$ cat src/rtl/cpu_ctrl_pkg.sv
// Shared control definitions: sequencer states, address-mux selects, exception causes.
package cpu_ctrl_pkg;

  typedef enum logic [2:0] {
    ST_IDLE,
    ST_SAVE_EPC,
    ST_ADDR,
    ST_WAIT,
    ST_LOAD_PC,
    ST_DONE
  } state_t;

  localparam logic [2:0] SEL_PC     = 3'b000;
  localparam logic [2:0] SEL_ALUOUT = 3'b001;
  localparam logic [2:0] SEL_V253   = 3'b010;
  localparam logic [2:0] SEL_V254   = 3'b011;
  localparam logic [2:0] SEL_V255   = 3'b100;

  typedef enum logic [1:0] {
    CAUSE_NONE     = 2'b00,
    CAUSE_OPCODE   = 2'b01,
    CAUSE_OVERFLOW = 2'b10,
    CAUSE_DIV0     = 2'b11
  } cause_t;

  // Address-mux select of the vector byte that services a given cause.
  function automatic logic [2:0] vec_sel(input cause_t c);
    case (c)
      CAUSE_OPCODE:   return SEL_V253;
      CAUSE_OVERFLOW: return SEL_V254;
      CAUSE_DIV0:     return SEL_V255;
      default:        return SEL_PC;
    endcase
  endfunction

endpackage

$ cat src/rtl/exc_sequencer_wait_counter.sv
// 3-bit loadable down-counter timing the vector-fetch memory latency.
module wait_counter (
  input  logic       i_clk,
  input  logic       i_rst_n,
  input  logic       i_load,
  input  logic [2:0] i_load_val,
  input  logic       i_dec,
  output logic       o_one
);

  logic [2:0] r_count;

  // Load has priority; decrement saturates at zero.
  always_ff @(posedge i_clk or negedge i_rst_n) begin
    if (!i_rst_n) begin
      r_count <= '0;
    end else if (i_load) begin
      r_count <= i_load_val;
    end else if (i_dec && (r_count != 3'd0)) begin
      r_count <= r_count - 3'd1;
    end
  end

  assign o_one = (r_count == 3'd1);

endmodule

$ cat src/rtl/exc_sequencer.sv
// Exception sequencer: owns the memory-address mux select and runs the
// save-EPC / vector-fetch / load-PC sequence when an exception event arrives.
module exc_sequencer
  import cpu_ctrl_pkg::*;
#(
  parameter int unsigned MEM_LAT = 2
) (
  input  logic       clk,
  input  logic       reset,
  input  logic [2:0] ctrl_addr_sel,
  input  logic       exc_opcode,
  input  logic       exc_overflow,
  input  logic       exc_div0,
  output logic [2:0] mem_addr_sel,
  output logic       mem_read,
  output logic       epc_write,
  output logic       pc_write,
  output logic       pc_from_vec,
  output logic       busy,
  output logic       done,
  output logic [1:0] cause,
  output logic       exc_lost
);

  state_t r_state;
  state_t w_next;
  cause_t r_cause;
  cause_t w_new_cause;
  logic   r_exc_lost;
  logic   w_any_exc;
  logic   w_load;
  logic   w_dec;
  logic   w_one;

  assign w_any_exc = exc_opcode | exc_overflow | exc_div0;

  // Fixed priority when several events coincide: opcode > overflow > div0.
  always_comb begin
    w_new_cause = CAUSE_NONE;
    if (exc_opcode)        w_new_cause = CAUSE_OPCODE;
    else if (exc_overflow) w_new_cause = CAUSE_OVERFLOW;
    else if (exc_div0)     w_new_cause = CAUSE_DIV0;
  end

  wait_counter u_wait_counter (
    .i_clk      (clk),
    .i_rst_n    (reset),
    .i_load     (w_load),
    .i_load_val (3'(MEM_LAT)),
    .i_dec      (w_dec),
    .o_one      (w_one)
  );

  // State register, cause latch on acceptance, sticky lost-exception flag.
  always_ff @(posedge clk or negedge reset) begin
    if (!reset) begin
      r_state    <= ST_IDLE;
      r_cause    <= CAUSE_NONE;
      r_exc_lost <= 1'b0;
    end else begin
      r_state <= w_next;
      if ((r_state == ST_IDLE) && w_any_exc) r_cause <= w_new_cause;
      if ((r_state != ST_IDLE) && w_any_exc) r_exc_lost <= 1'b1;
    end
  end

  // Next-state and per-state strobes; only IDLE forwards the control select.
  always_comb begin
    w_next       = r_state;
    mem_addr_sel = SEL_PC;
    mem_read     = 1'b0;
    epc_write    = 1'b0;
    pc_write     = 1'b0;
    pc_from_vec  = 1'b0;
    busy         = 1'b1;
    done         = 1'b0;
    w_load       = 1'b0;
    w_dec        = 1'b0;
    case (r_state)
      ST_IDLE: begin
        mem_addr_sel = ctrl_addr_sel;
        busy         = 1'b0;
        if (w_any_exc) w_next = ST_SAVE_EPC;
      end
      ST_SAVE_EPC: begin
        epc_write = 1'b1;
        w_next    = ST_ADDR;
      end
      ST_ADDR: begin
        mem_addr_sel = vec_sel(r_cause);
        mem_read     = 1'b1;
        w_load       = 1'b1;
        w_next       = ST_WAIT;
      end
      ST_WAIT: begin
        mem_addr_sel = vec_sel(r_cause);
        w_dec        = 1'b1;
        if (w_one) w_next = ST_LOAD_PC;
      end
      ST_LOAD_PC: begin
        mem_addr_sel = vec_sel(r_cause);
        pc_write     = 1'b1;
        pc_from_vec  = 1'b1;
        w_next       = ST_DONE;
      end
      ST_DONE: begin
        done   = 1'b1;
        w_next = ST_IDLE;
      end
      default: begin
        busy   = 1'b0;
        w_next = ST_IDLE;
      end
    endcase
  end

  assign cause    = r_cause;
  assign exc_lost = r_exc_lost;

endmodule

$ cat config.mk
export PLATFORM = sky130hd
export DESIGN_NAME = exc_sequencer
export DESIGN_NICKNAME = d
export VERILOG_FILES = /design/src/rtl/cpu_ctrl_pkg.sv /design/src/rtl/exc_sequencer_wait_counter.sv /design/src/rtl/exc_sequencer.sv
export SDC_FILE = /design/constraint.sdc
export NUM_CORES = 1
export LEC_CHECK = 0
export ABC_AREA = 1
export CAP_MARGIN = 20
export CORE_UTILIZATION = 43
export DETAILED_ROUTE_END_ITERATION = 10
export PLACE_DENSITY = 0.83
export SETUP_SLACK_MARGIN = 0.3
export SYNTH_ARGS = -nofsm -noshare
export SYNTH_HDL_FRONTEND = slang
export SYNTH_SLANG_ARGS = --single-unit
$ cat constraint.sdc
create_clock -name clk -period 1.45 [get_ports clk]
set_clock_uncertainty 0.05 [all_clocks]
set_input_delay 0.29 -clock clk [delete_from_list [all_inputs] [get_ports clk]]
set_output_delay 0.29 -clock clk [all_outputs]
set_load 0.01 [all_outputs]
### Word-level counts from Yosys, hierarchy flattened

Cells that the tools add are included.

| cells by class | value |
|---|---|
| $add $sub $neg | 1 |
| eq/ne operators | 11 |
| multiplexer cells | 16 |
| bitwise operators | 2 |
| reduce and logical (&&, ||, !) cells | 10 |

Operator list:

| operator | count |
|---|---|
| $pmux W3 S5 | 1 |
| $mux W3 | 4 |
| $pmux W3 S3 | 1 |
| $eq A3 B1 Y1 const B | 2 |
| $eq A3 B2 Y1 const B | 2 |
| $eq A3 B3 Y1 const B | 2 |
| $mux W1 | 6 |
| $mux W2 | 3 |
| $pmux W3 S2 | 1 |
| $reduce_bool A3 Y1 | 2 |
| $reduce_or A5 Y1 | 1 |
| $eq A2 B2 Y1 const B | 2 |
| $logic_and A1 B1 Y1 | 3 |
| $logic_not A3 Y1 | 1 |
| $reduce_or A3 Y1 | 1 |
| $sub A3 B1 Y3 const B | 1 |
| $eq A2 B1 Y1 const B | 1 |
| $ne A2 B1 Y1 const B | 1 |
| $ne A2 B2 Y1 const B | 1 |
| $or A1 B1 Y1 | 2 |
| $reduce_and A2 Y1 | 1 |
| $reduce_bool A2 Y1 | 1 |

| storage, ports and cells | value |
|---|---|
| flip-flop bits (word level) | 9 |
| input bits | 8 |
| word-level logic and storage cells | 44 |

### Longest topological paths before layout

Gate-level depths: netlist of the first run.

| depth | value |
|---|---|
| word-level depth | 5 |
| gate-level depth with buffers | 7 |
| gate-level depth less buffers | 7 |

### Hierarchy

Synthesis of the first run repeated with hierarchy kept, for this count alone.

| unflattened totals | value |
|---|---|
| cells, all modules | 100 |
| area, all modules | 705.7 sq um |

By module, submodules not included:

| module | times used | cells each | area an instance (sq um) | seq. area each (sq um) |
|---|---|---|---|---|
| exc_sequencer | 1 | 68 | 475.5 | 150.1 |
| wait_counter | 1 | 32 | 230.2 | 75.1 |

### Least setup slack after synthesis of the first run

No wires, ideal clock.

| timing | value |
|---|---|
| path type | reg-to-output |
| from | reg r_cause[0], in the netlist cause[0] |
| to | out mem_addr_sel[1] |
| data arrival time | 919 ps |
| setup slack | 191 ps |
| cell stages (with the launch flop) | 6 |
| path through | dfrtp_1 -> inv_1 -> ha_1 -> inv_1 -> nand2_1 -> nand2_1 |

| between the ends | value |
|---|---|
| word-level cells in the longest chain between the ends | 3 |
| elaborated cells on any way between the ends | 5 |

Ends and longest elaborated chain:

| element | line | text |
|---|---|---|
| start, declared | exc_sequencer.sv:27 | `cause_t r_cause;` |
| start signal, assigned | exc_sequencer.sv:62 | `if ((r_state == ST_IDLE) && w_any_exc) r_cause <= w_new_cause;` |
| $eq A2 B2 Y1 / $eq A2 B1 Y1 (equally long branches) | cpu_ctrl_pkg.sv:28 | `case (c)` |
| $pmux W3 S3 (*) | cpu_ctrl_pkg.sv:28 |  |
| $pmux W3 S2 (*) | exc_sequencer.sv:79 | `case (r_state)` |
| end, declared | exc_sequencer.sv:14 | `output logic [2:0] mem_addr_sel,` |

Mark *: on every way between the ends. The rest lies on a longest branch, timed or not.

### Final worst setup path of the first run

| timing | value |
|---|---|
| from | reg r_state[0] |
| to | out mem_addr_sel[2] |

| between the ends | value |
|---|---|
| word-level cells in the longest chain between the ends | 3 |
| elaborated cells on any way between the ends | 6 |

Ends and longest elaborated chain:

| element | line | text |
|---|---|---|
| start, declared | exc_sequencer.sv:25 | `state_t r_state;` |
| start signal, assigned | exc_sequencer.sv:61 | `r_state <= w_next;` |
| $eq A3 B3 Y1 / $eq A3 B2 Y1 (equally long branches) | exc_sequencer.sv:79 |  |
| $reduce_or A3 Y1 (no source line) | n/a |  |
| $pmux W3 S2 (*) | exc_sequencer.sv:79 |  |

Marks and branches as above.

==> results, run 1 <==
- The checks that failed: setup timing.
- The sequential cell area in the final layout is 229 um^2.
- The number of global-route vias before repair is 711.
- The count of cell types in the netlist is 15.
- Before antenna repair, the detailed router went through 4 iterations.
- The number of nets at the end of the flow is 148.
- The nature of the critical path startpoint is a flip-flop.
- The synthesized-area fraction occupied by xor and xnor cells is 1.44%.
- Multiplexer cells account for 0% of the synthesized area.
- The largest net degree at the start of global routing is 10.
- The combined area of all synthesized cells is 608 um^2.
- The synthesized area per cell is 6.83 um^2.
- Yosys attributes the largest share of cell area to sky130_fd_sc_hd__dfrtp_1, sky130_fd_sc_hd__nand2_1, sky130_fd_sc_hd__ha_1.
- After detailed routing, the average wire length per cell comes to 19.1 um.
- The timing-limited maximum frequency is 0.603 GHz.
- The number of vias per cell is 5.62.
- The buffer levels on the longest clock path is 2.
- The overall routed net length is 2.85 mm.
- VDD sags by at most 1700 uV.
- The final routed DRC violation total is 0.
- Clock tree synthesis selected as its root buffer the cell sky130_fd_sc_hd__clkbuf_4.
- The combined area of the multi-input logic cells is 430 um^2.
- The detailed router's first-iteration violation count is 49.
- The die covers 1570 um^2.
- The critical path class is reg -> out.
- The final HPWL from detailed placement is 1.21 mm.
- The dominant synthesized flop cell is sky130_fd_sc_hd__dfrtp_1.
- The number of enable flip-flop cells after synthesis is 0.
- In this run the core area contains 13 standard-cell rows.
- Across all layers, the routed design uses 837 vias.
- The leakage component of the power is 0.633 nW.
- STA puts the critical path data arrival time at 1.32 ns.
- After Yosys synthesis, and, or, nand and nor cells account for 35.8% of the synthesized area.
- The largest family of logic cells by synthesized area is simple AND/OR/NAND/NOR gates.
- The die height is 39.6 um.
- The aggregate global-route resource usage is 34.0%.
- Among all cell types in the netlist, the one instantiated most often is sky130_fd_sc_hd__nand2_1.
- The highest net fanout along the worst path is 4.
- The antenna cell count is 0.
- The number of antenna violations at the first check in global routing is 0.
- Routability-driven placement finished with a final weighted congestion of 0.861.
- The count of buffers added on input and output ports is 19.
- The post-route netlist has 54.5% of its cells at a drive strength greater than 1.
- The area growth from synthesis to layout is 94.9%.
- The latest clock arrival within the worst-skew pair is 0.26 ns.
- The transition time at the pin with the least slew margin is 0.423 ns.
- The total clock buffers created by CTS is 3.
- Power spread over the standard cell area amounts to 2460 nW/um^2.
- Setup repair after global routing could not meet its margin everywhere.
- Synthesis produced a netlist whose cell count is 89.
- In this run the count of I/O pins placed on the die edge is 20.
- Measured against its own limit, the worst slew margin works out to 71.7%.
- The number of sinks driven by the clock tree is 9.
- The worst setup timing slack at the placement stage is -0.305 ns.
- The area of the core is 1300 um^2.
- The period utilization is 114%.
- Summing the areas of all compound-gate instances in the mapped netlist gives 3.70% of the synthesized area.
- STA puts the critical path data required time at 1.11 ns.
- The setup slack of the critical path after layout is -0.209 ns.
- The H-tree depth is 1.
- The number of slew-limit violations in the final report came to 0.
- TritonCTS built the clock tree.
- The global-route wire length before repair is 3.39 mm.
- The number of inserted filler cells in the final layout is 55.
- The largest total area in the synthesized netlist belongs to sky130_fd_sc_hd__dfrtp_1.
- The clock transition time at the flip-flop clock pins of the worst setup and hold paths is 0.06 ns.
- Ranked by instance count, the synthesized netlist is headed by sky130_fd_sc_hd__nand2_1, sky130_fd_sc_hd__inv_1, sky130_fd_sc_hd__dfrtp_1, sky130_fd_sc_hd__nand3_1, sky130_fd_sc_hd__nor2_1.
- The share of flip-flops with an asynchronous set or reset is 100%.
- The fraction of post-synthesis cell area in the top cell type by area is 37.0%.
- During synthesis, Yosys emitted a total of 0 warnings.
- STA classifies the critical path endpoint as a primary output.
- The hold violation count in the final report was 0.
- The synthesis-stage register bit count is 9.
- The shortest period the worst path allows is 1.66 ns.
- The area share of fa/ha/maj cells after synthesis is 10.3%.
- The synthesized net count is 102.
- Once detail routing completed, the nets flagged for antenna violations numbered 0.
- The initial utilization of the core area, before any placement, comes to 46.7%.
- Setup violations remaining at the end of the flow were counted as 10.
- The type of the tightest min-delay check is in -> async.
- The sequential element share of the synthesized area is 37.0%.
- The instance area after placement is 917 um^2.
- The reg2reg setup slack is -0.12 ns.
- After routing the design area is 1180 um^2.
- In this run the horizontal extent of the chip is 39.6 um.
- Across the run, the number of max-cap violations was 0.
- The total global routing overflow is 0.
- The flow ran to the end, but the final reports show violations.
==> sequential cells by signal (all words and copies together) (netlist names) <==
register,cells
r_state,3
exc_lost,1
cause,2
u_wait_counter.r_count,3
==> final timing paths <==
check,start,end,cells past startpoint
setup / recovery,r_state[0],mem_addr_sel[2],6
max in group asynchronous,reset,r_state[1],1
hold / removal,reset,cause[1],1
setup reg to reg,r_state[0],r_state[0],9
hold reg to reg,u_wait_counter.r_count[1],u_wait_counter.r_count[1],2
min in group clk,u_wait_counter.r_count[1],u_wait_counter.r_count[1],2
==> stage by stage <==
stage	utilization [%]	std cells	power (mW)	setup TNS, ns	hold WS, ns
3_3_place_gp	70.5	134	1.74	-2.00	0.408
3_5_place_dp	70.5	134	1.82	-2.21	0.430
2_1_floorplan	-	89	1.16	0	-0.0556
6_report	91.1	149	2.91	-1.42	0.285
5_1_grt	91.1	149	3.07	-1.88	0.308
4_1_cts	84.8	145	2.46	-1.18	0.283
==> cells in the final DEF, fill, tap and decap left out, types with 2 or more instances in the layout <==
cell type,instances
sky130_fd_sc_hd__buf_2,4
sky130_fd_sc_hd__buf_4,9
sky130_fd_sc_hd__buf_6,23
sky130_fd_sc_hd__clkbuf_4,3
sky130_fd_sc_hd__clkdlybuf4s50_1,7
sky130_fd_sc_hd__dfrtp_1,6
sky130_fd_sc_hd__dfrtp_2,3
sky130_fd_sc_hd__ha_1,5
sky130_fd_sc_hd__inv_1,9
sky130_fd_sc_hd__inv_2,3
sky130_fd_sc_hd__inv_4,3
sky130_fd_sc_hd__nand2_1,19
sky130_fd_sc_hd__nand2_2,14
sky130_fd_sc_hd__nand3_1,5
sky130_fd_sc_hd__nand3_4,2
sky130_fd_sc_hd__nor2_1,3
sky130_fd_sc_hd__nor2_4,4
==> repair_timing <==
action                                  in CTS  in global routing
pin swaps                                   14                  7
endpoints found under the setup margin      19                 20
resized for setup                           93                 16
setup buffers                                7                  4
hold buffers                                 0                  0
==> cells by family (layout without fill, tap and decap cells) <==
| logic type | Yosys count | after routing |
|---|---|---|
| flip-flops | 9 | 9 |
| AND/OR/NAND/NOR | 53 | 53 |
| buffers and inverters | 17 | 62 |
| adder cells (fa/ha/maj) | 5 | 5 |
| AO/OA/AOI/OAI | 4 | 4 |
| XOR/XNOR | 1 | 1 |
==> cell type report <==
type                    instances  share of cell area [%]
repair buffers                 43                    35.2
well taps                      15                    1.58
clock buffers                   4                    2.22
inverters                      15                    5.39
flip-flops and latches          9                    19.3
multi-input cells              63                    36.3
==> per-layer routing <==
layer / vias up / track usage, % / share of wire [%]
met5: - / 0 / 0
met4: 0 / 22.4 / 6.0
met3: 24 / 6.82 / 8.6
met2: 80 / 54.5 / 49
met1: 371 / 40.4 / 36
li1: 362 / - / -
==> report_power, final <==
part	internal, mW	switching (mW)	total (mW)
Combinational	1.07	1.14	2.21
Sequential	0.368	0.142	0.510
Clock	0.106	0.0879	0.194
Total	1.55	1.37	2.91
==> worst max-delay path: stages, from the launching register on <==
cell,delay [ns]
sky130_fd_sc_hd__dfrtp_2,0.46
sky130_fd_sc_hd__buf_4,0.16
sky130_fd_sc_hd__nand3_4,0.08
sky130_fd_sc_hd__nand3_4,0.10
sky130_fd_sc_hd__nand2_2,0.09
sky130_fd_sc_hd__nand2_2,0.05
sky130_fd_sc_hd__buf_6,0.11
No activity file was read; power rests on OpenSTA's default activity.
==> run 2, diff against run 1 <==
--- a/config.mk
+++ b/config.mk
@@ -7,9 +7,9 @@
 export LEC_CHECK = 0
 export ABC_AREA = 1
 export CAP_MARGIN = 20
-export CORE_UTILIZATION = 43
+export CORE_UTILIZATION = 35
 export DETAILED_ROUTE_END_ITERATION = 10
-export PLACE_DENSITY = 0.83
+export PLACE_DENSITY = 0.71
 export SETUP_SLACK_MARGIN = 0.3
 export SYNTH_ARGS = -nofsm -noshare
 export SYNTH_HDL_FRONTEND = slang
==> run 2 against run 1 <==
  * The run ends with DRC, setup timing left
  * First-iteration DRC count is 69% lower
  * Fmax is 2.8% lower
  * Clock-buffer cell count is 1 lower
  * Final area is 1.9% higher
  * Via count is 12% lower
  * Clock power hardly changed
  * Worst hold slack worse by 0.014 ns
  * Worst setup slack worse by 0.047 ns
  * Die area is 22% higher
  * Sequential share of layout area is 0.57 points lower
  * Global-route usage is 13 points lower
  * Sequential cell count stayed put
  * Largest cell class is now non-clock buffers
==> results, run 2 (same netlist as run 1, synthesis figures left out) <==
- The number of antenna violations at the first check in global routing came to 0 (unchanged).
- The width of the die is 43.7 um (+10%).
- The global placer's final weighted congestion is 0.833 (-3.2%).
- The required time of the critical path came to 1.60 ns (+0.49 ns).
- The final count of negative-setup-slack endpoints was 13 (+3).
- The overall routed net length is 1.93 mm (-32%).
- The total number of vias is 738 (-12%).
- The latest clock arrival within the worst-skew pair is 0.26 ns (about the same).
- The final reports fail on DRC, setup timing.
- The worst setup path is launched from a flip-flop.
- The type of the tightest min-delay check is in -> async.
- The fraction of layout instances using a drive strength above 1 is 54.3% (-0.13 points).
- The number of inserted filler cells in the final layout is 106 (+93%).
- The largest net degree at the start of global routing came to 10 (unchanged).
- Setup repair after global routing could not meet its margin everywhere.
- The number of vias per cell is 4.79 (-15%).
- The number of slew-limit violations in the final report was 0 (unchanged).
- The leakage component of the power is 0.648 nW (+2.3%).
- The number of global-route vias before repair came to 727 (+2.3%).
- The slowest stage of the critical path belongs to the cell sky130_fd_sc_hd__dfrtp_1.
- The core occupancy in the finished layout came to 77.4% (-14 points).
- The number of nets with antenna violations after detailed routing is 0 (unchanged).
- The count of hold-fix buffers inserted at cts came to 0 (unchanged).
- The number of non-filler instances in the completed layout is 154 (+3.4%).
- The row count came to 14 (+1).
- The transition time at the pin with the least slew margin is 0.406 ns (-0.0173 ns).
- The period utilization is 118% (+3.3 points).
- The final routed DRC violation total is 3 (+3).
- The max-cap violation count was 0 (unchanged).
- The antenna cell count is 0 (unchanged).
- Traced cell by cell, the critical path runs through inv_1, nand3_4, buf_4, buf_4, buf_4, buf_4, buf_4, nor2_2, nand3_1, nand2_1.
- The setup TNS is -2.34 ns (-0.924 ns).
- The area of the die is 1910 um^2 (+22%).
- The setup slack of the critical path after layout is -0.257 ns (-0.0472 ns).
- The area of the core was 1560 um^2 (+20%).
- CTS placed an instance of sky130_fd_sc_hd__clkbuf_4 at the clock tree root.
- The buffer levels on the longest clock path is 2 (unchanged).
- The clock transition time at the flip-flop clock pins of the worst setup and hold paths is 0.06 ns (about the same).
- The worst hold slack is 0.271 ns (-0.0140 ns).
- The worst relative slew slack came to 72.9% (+1.2 points).
- The number of placed instances with taps included is 136 (+1.5%).
- The timing-limited maximum frequency was 0.586 GHz (-2.8%).
- The effective utilization at floorplan came to 39.0% (-7.7 points).
- The area added between synthesis and finish is 98.6%.
- The hold violation count in the final report is 0 (unchanged).
- The H-tree depth is 1 (unchanged).
- The flow ran to the end, but the final reports show violations.
- The critical path in this run is classified as reg -> reg.
- The total clock buffers created by CTS was 3 (unchanged).
- The global-route wire length before repair is 2.97 mm (-13%).
- The total global routing overflow was 0 (unchanged).
- The number of nets at the end of the flow is 152 (+2.7%).
- The delay of the slowest cell on the worst path is 0.42 ns (-0.04 ns).
- The critical path arrival is 1.86 ns (+0.54 ns).
- The die height is 43.7 um (+10%).
- The number of sinks driven by the clock tree is 9 (unchanged).
- The highest net fanout along the worst path is 4 (unchanged).
- Leaving out fill and tap cells, the most frequent cell in the layout is sky130_fd_sc_hd__buf_6.
- The total power density per cell area is 2330 nW/um^2 (-5.2%).
- The CTS tree is yes.
- The I/O pin count is 20 (unchanged).
- The shortest period the worst path allows is 1.71 ns (+0.0472 ns).
- The aggregate global-route resource usage is 21.2% (-13 points).
- The final HPWL from detailed placement is 1.11 mm (-8.5%).
- STA classifies the critical path endpoint as a flip-flop.
- The worst setup timing slack at the placement stage is -0.281 ns (+0.0234 ns).
- The worst supply voltage drop on vdd was 1430 uV (-16%).
- The mean routed wirelength per cell was 12.5 um (-35%).
- The detailed router's first-iteration violation count came to 15 (-69%).
- The most repeated library cell on the critical path is sky130_fd_sc_hd__buf_4.
- The top cell types in the final layout, fill and taps aside, are sky130_fd_sc_hd__buf_6, sky130_fd_sc_hd__nand2_1, sky130_fd_sc_hd__buf_4.
- The first-pass iteration count of the detailed router is 7 (+3).
- The number of port buffers is 19 (unchanged).
run 2: critical path: cells and delay by family (launching register included):
kind / cells / cell delay (ns)
buffers and inverters: 6 / 0.79
flip-flops: 1 / 0.42
AND/OR/NAND/NOR: 4 / 0.39
run 2: report_power, final:
group	switching (mW)	internal (mW)	total [mW]
Sequential	0.0959	0.364	0.460
Clock	0.0892	0.102	0.191
Combinational	1.03	1.14	2.16
Total	1.21	1.60	2.82
run 2: path summary, 6_finish.rpt:
path | startpoint | endpoint | cells past startpoint | slack (ns)
worst max register to register | r_state[2] | u_wait_counter.r_count[2] | 10 | -0.26
min in group clk | exc_lost | exc_lost | 1 | 0.42
worst max-delay path | r_state[2] | u_wait_counter.r_count[2] | 10 | -0.26
worst min register to register | exc_lost | exc_lost | 1 | 0.42
max in group asynchronous | reset | r_state[0] | 1 | 0.77
worst min-delay path | reset | r_state[1] | 1 | 0.27
run 2: layout make-up:
cell class | count | area, um^2 | area share [%]
Timing Repair Buffer | 47 | 435 | 36.1
Multi-Input combinational cell | 63 | 432 | 35.8
Sequential cell | 9 | 226 | 18.8
Inverter | 15 | 66.3 | 5.49
Clock buffer | 3 | 22.5 | 1.87
Tap cell | 16 | 20.0 | 1.66
Clock inverter | 1 | 5.00 | 0.415
run 2: repair_timing:
item                                    CTS  global route
setup buffers                            12             2
resized for setup                        83            21
pin swaps                                14            10
endpoints found under the setup margin   18            20
run 2: per-stage QoR:
stage / cell area, um^2 / power [mW]
5_1_grt: 1210 / 3.01
3_3_place_gp: 926 / 1.78
2_1_floorplan: 629 / 1.16
4_1_cts: 1110 / 2.47
3_5_place_dp: 926 / 1.81
6_report: 1210 / 2.82
run 2: metal layers:
layer  track usage (%)  routed length (um)  up-vias
li1                  -                   -      370
met1              25.5                 789      351
met2              37.6                1080       15
met3              1.25                  48        2
met4              11.3                  10        0
met5                 0                   0        -
==> run 3, diff against run 2 <==
--- a/config.mk
+++ b/config.mk
@@ -8,9 +8,9 @@
 export ABC_AREA = 1
 export CAP_MARGIN = 20
 export CORE_UTILIZATION = 35
+export CTS_CLUSTER_DIAMETER = 200
 export DETAILED_ROUTE_END_ITERATION = 10
 export PLACE_DENSITY = 0.71
-export SETUP_SLACK_MARGIN = 0.3
 export SYNTH_ARGS = -nofsm -noshare
 export SYNTH_HDL_FRONTEND = slang
 export SYNTH_SLANG_ARGS = --single-unit
==> run 3 against run 2 <==
  * The flow finishes with violations (setup timing)
  * Combinational power down 26%
  * Sequential cell count stayed put
  * Wire length is 17% lower
  * First-iteration DRC count down 47%
  * Sequential share of layout area is 2.9 points higher
  * Critical endpoint is now mem_addr_sel[2]
  * Highest routed layer unchanged
  * Register-to-register slack better by 0.40 ns
==> results, run 3 (same netlist as run 1, synthesis figures left out) <==
- The number of sinks driven by the clock tree is 9 (unchanged).
- STA classifies the critical path endpoint as a primary output.
- The overall power consumption came to 2.28 mW (-19%).
- The worst setup timing slack at the placement stage is -0.325 ns (-0.0433 ns).
- The final count of negative-setup-slack endpoints is 9 (-4).
- The logic depth of the worst path, buffers included is 6 (-4).
- Leaving out fill and tap cells, the most frequent cell in the layout is sky130_fd_sc_hd__nand2_1.
- The nature of the critical path startpoint is a flip-flop.
- The leakage component of the power was 0.586 nW (-9.5%).
- The buffering stage count on the worst path with inverters included was 2 (-4).
- The number of vias per cell is 4.62 (-3.6%).
- The antenna cell count was 0 (unchanged).
- The transition time at the pin with the least slew margin is 0.435 ns (+0.0296 ns).
- The timing-limited maximum frequency came to 0.618 GHz (+5.5%).
- The row count is 14 (unchanged).
- The number of global-route vias before repair is 639 (-12%).
- The global-route track usage on met3 is 7.50% (+6.3 points).
- The total clock buffers created by CTS is 3 (unchanged).
- The number of antenna violations at the first check in global routing came to 0 (unchanged).
- The final HPWL from detailed placement is 1.12 mm (+1.2%).
- The type of the tightest min-delay check is in -> async.
- The global routing met1 resource utilization came to 19.9% (-5.6 points).
- The width of the die is 43.7 um (unchanged).
- The shortest period the worst path allows is 1.62 ns (-0.0885 ns).
- The aggregate global-route resource usage is 18.6% (-2.6 points).
- The critical path goes through buf_6, nand3_4, nand3_4, nand2_2, nand2_2, buf_6.
- The total power density per cell area is 2150 nW/um^2 (-7.6%).
- The area of the core came to 1560 um^2 (unchanged).
- The checks that failed: setup timing.
- The final routed DRC violation total is 0 (-3).
- The buffer levels on the longest clock path is 2 (unchanged).
- The H-tree depth is 1 (unchanged).
- The global placer's final weighted congestion is 0.742 (-11%).
- The effective utilization at floorplan came to 39.0% (unchanged).
- The critical path class is reg -> out.
- The number of placed instances with taps included is 132 (-2.9%).
- The highest net fanout along the worst path is 4 (unchanged).
- The cell sitting at the root of the clock tree is a sky130_fd_sc_hd__clkbuf_4.
- The number of nets at the end of the flow is 143 (-5.9%).
- The number of inserted filler cells in the final layout is 129 (+22%).
- The met2 capacity usage during global routing came to 33.1% (-4.5 points).
- TritonCTS built the clock tree.
- The max-cap violation count is 0 (unchanged).
- The area of the die is 1910 um^2 (unchanged).
- The area added between synthesis and finish is 73.7%.
- In this design, the largest share of critical-path delay is due to flip-flops.
- The worst relative slew slack was 70.9% (-2.0 points).
- The clock transition time at the flip-flop clock pins of the worst setup and hold paths came to 0.07 ns (about the same).
- The I/O pin count is 20 (unchanged).
- The setup slack of the critical path after layout is -0.168 ns (+0.0885 ns).
- The core occupancy in the finished layout came to 67.7% (-9.7 points).
- The overall routed net length is 1.61 mm (-17%).
- The required time of the critical path is 1.11 ns (-0.49 ns).
- The sequential cell area in the final layout is 229 um^2 (+1.1%).
- The detailed router's first-iteration violation count is 8 (-7).
- The delay of the slowest cell on the worst path came to 0.46 ns (+0.04 ns).
- The cell depth of the worst flop-to-flop path is 8 (-2).
- The combined area of the multi-input logic cells is 375 um^2 (-13%).
- The critical path arrival came to 1.28 ns (-0.58 ns).
- The latest clock arrival within the worst-skew pair was 0.27 ns (about the same).
- The fraction of layout instances using a drive strength above 1 is 39.5% (-15 points).
- The global-route wire length before repair is 2.53 mm (-15%).
- The top cell types in the final layout, fill and taps aside, are sky130_fd_sc_hd__nand2_1, sky130_fd_sc_hd__buf_4, sky130_fd_sc_hd__inv_1, sky130_fd_sc_hd__buf_6, sky130_fd_sc_hd__clkdlybuf4s50_1.
- For this design, the slowest cell found on the critical path is sky130_fd_sc_hd__dfrtp_2.
- The hold violation count in the final report was 0 (unchanged).
- The die height is 43.7 um (unchanged).
- The number of non-filler instances in the completed layout came to 145 (-5.8%).
- The worst supply voltage drop on vdd came to 1320 uV (-7.8%).
- The mean routed wirelength per cell is 11.1 um (-11%).
- The period utilization is 112% (-6.1 points).
- The total global routing overflow came to 0 (unchanged).
- The first-pass iteration count of the detailed router is 4 (-3).
- The run finished, with violations left.
- The largest net degree at the start of global routing is 10 (unchanged).
- The total number of vias is 670 (-9.2%).
- The setup TNS is -1.03 ns (+1.31 ns).
- The number of slew-limit violations in the final report is 0 (unchanged).
- The number of nets with antenna violations after detailed routing is 0 (unchanged).
- The layer with the highest usage after global routing is met2.
- The number of port buffers is 19 (unchanged).
- Setup repair after global routing could not meet its margin everywhere.
run 3: final timing paths:
kind | from | end | slack [ns]
worst max-delay path | r_state[0] | mem_addr_sel[2] | -0.17
worst max register to register | r_state[0] | cause[1] | 0.14
max in group asynchronous | reset | r_state[0] | 0.75
worst min register to register | exc_lost | exc_lost | 0.43
min in group clk | exc_lost | exc_lost | 0.43
worst min-delay path | reset | cause[1] | 0.28
run 3: what timing repair did:
item	in CTS	in global routing
setup endpoints to repair	12	12
hold buffers	0	0
pin swaps	6	7
setup buffers	6	4
resized for setup	58	19
run 3: routing by layer:
metal  vias up  part of all wire [%]
met5         -                     0
met4         0                  0.56
li1        349                     -
met1       303                    37
met3         2                   4.2
met2        16                    58
run 3: cell type report:
type | count | share of cell area (%)
timing repair buffer | 38 | 32.2
sequential | 9 | 21.7
multi-input combinational | 63 | 35.5
clock buffer | 3 | 2.13
tap | 16 | 1.90
clock inverter | 1 | 0.474
inverter | 15 | 6.04
run 3: where the power goes:
part / internal, mW / total, mW / switching (mW)
clock network: 0.102 / 0.197 / 0.0949
registers: 0.368 / 0.487 / 0.119
logic: 0.815 / 1.59 / 0.776
total: 1.29 / 2.28 / 0.990
run 3: through the flow:
stage,instance area [um^2],hold WS [ns]
5_1_grt,1060,0.293
3_3_place_gp,878,0.416
4_1_cts,967,0.284
6_report,1060,0.279
3_5_place_dp,878,0.420
2_1_floorplan,608,-0.0556
==> RTL edit: new RTL, flow settings as in run 3 <==
Register the output `pc_write`; this adds one clock of latency there. The other outputs are not delayed to match.
--- a/src/rtl/exc_sequencer.sv
+++ b/src/rtl/exc_sequencer.sv
@@ -22,4 +22,6 @@
   output logic       exc_lost
 );
+
+  logic pc_write_d;
 
   state_t r_state;
@@ -71,5 +73,5 @@
     mem_read     = 1'b0;
     epc_write    = 1'b0;
-    pc_write     = 1'b0;
+    pc_write_d   = 1'b0;
     pc_from_vec  = 1'b0;
     busy         = 1'b1;
@@ -100,5 +102,5 @@
       ST_LOAD_PC: begin
         mem_addr_sel = vec_sel(r_cause);
-        pc_write     = 1'b1;
+        pc_write_d   = 1'b1;
         pc_from_vec  = 1'b1;
         w_next       = ST_DONE;
@@ -118,4 +120,8 @@
   assign exc_lost = r_exc_lost;
 
+  always_ff @(posedge clk) begin
+    pc_write <= pc_write_d;
+  end
+
 endmodule
 
Function: changed (Yosys sat finds a counterexample within 10 cycles, from zero or initial values and one cycle with reset low).
==> RTL edit against run 3 <==
The flow still finishes with violations (negative setup slack); worst setup slack got worse by 0.054 ns; routed wire length rose by 14%; count of clock-buffer cells in the layout rose by 1; design area rose by 4.7%; maximum frequency fell by 3.2%; sequential cell count rose by 1; synthesized cell count did not move; area after synthesis rose by 2.1%; total power rose by 8.2%; final cell count rose by 2.1%.
==> RTL edit: results <==
metrics = {
    "synthesis": {
        "synth-adder-area-share_pct": 10.08,
        "yosysSeqAreaShare_pct": 39.52,
        "yosys.cell_types.count": 16,
    },
    "clock_tree": {
        "postCtsSetupBuffers": 11,
    },
    "grt": {
        "use_met2_pct": 37.94,
        "grt_pass1_vias": 683,
        "grt_util_met1_pct": 22.39,
        "grtUsageMet3_pct": 7.347,
        "grt_first_pass_wirelength_um": 2856,
    },
    "setup_path": {
        "cp_slowest_stage_delay_ns": 0.40,
        "reg2reg_slack_ns": 0.05,
        "rr_endpoint": "r_state[2]",
        "crit_slowest_cell": "dfrtp_1",
        "timing.rr.start": "r_state[1]",
    },
    "final_layout": {
        "regArea_um2": 247.7,
        "buffer_area_share_pct": 30.66,
        "nNetsFinal": 146,
    },
    "run_status": {
        "status": "finished, violations left",
        "violations": "negative setup slack",
    },
    "detailed_routing": {
        "wl_met3_um": 84,
        "routed-wl-met2_um": 1000,
        "firstDrtPassIters": 7,
        "drt-initial-drc-count": 17,
    },
    "power_and_ir_drop": {
        "sequentialPower_uw": 518,
        "p_sw_share_pct": 44.45,
        "p_int_mw": 1.368,
    },
    "placed_design": {
        "dp_hpwl_um": 1103,
    },
    "timing": {
        "worst_slack_ns": -0.2224,
        "setup_viol": 8,
    },
}
-- RTL edit: changes by cell type after synthesis --
cell,change
buf_4,-1
dfxtp_1,+1
-- RTL edit: cells by family after synthesis --
family | count (synthesis)
and+or+nand+nor | 53
xor gates and xnor gates | 1
DFF | 10
AOI/OAI and AO/OA | 4
buffers and inverters | 16
adders and majority gates | 5
-- RTL edit: worst max-delay path, delay by kind of cell, from the launching register on --
kind,cells,cell delay (ns)
buffers and inverters,2,0.27
AND/OR/NAND/NOR,5,0.40
flip-flops,1,0.40
-- RTL edit: through the flow --
stage	utilization [%]	TNS (ns)	instances	hold WS [ns]	instance area [um^2]
2_1_floorplan	-	0	89	-0.05559	620.6
3_3_place_gp	57.46	-1.972	134	0.4121	905.9
3_5_place_dp	57.46	-1.979	134	0.4203	905.9
4_1_cts	64.92	-1.639	149	0.2902	1023
5_1_grt	70.16	-1.858	148	0.3137	1106
6_report	70.16	-1.380	148	0.2785	1106
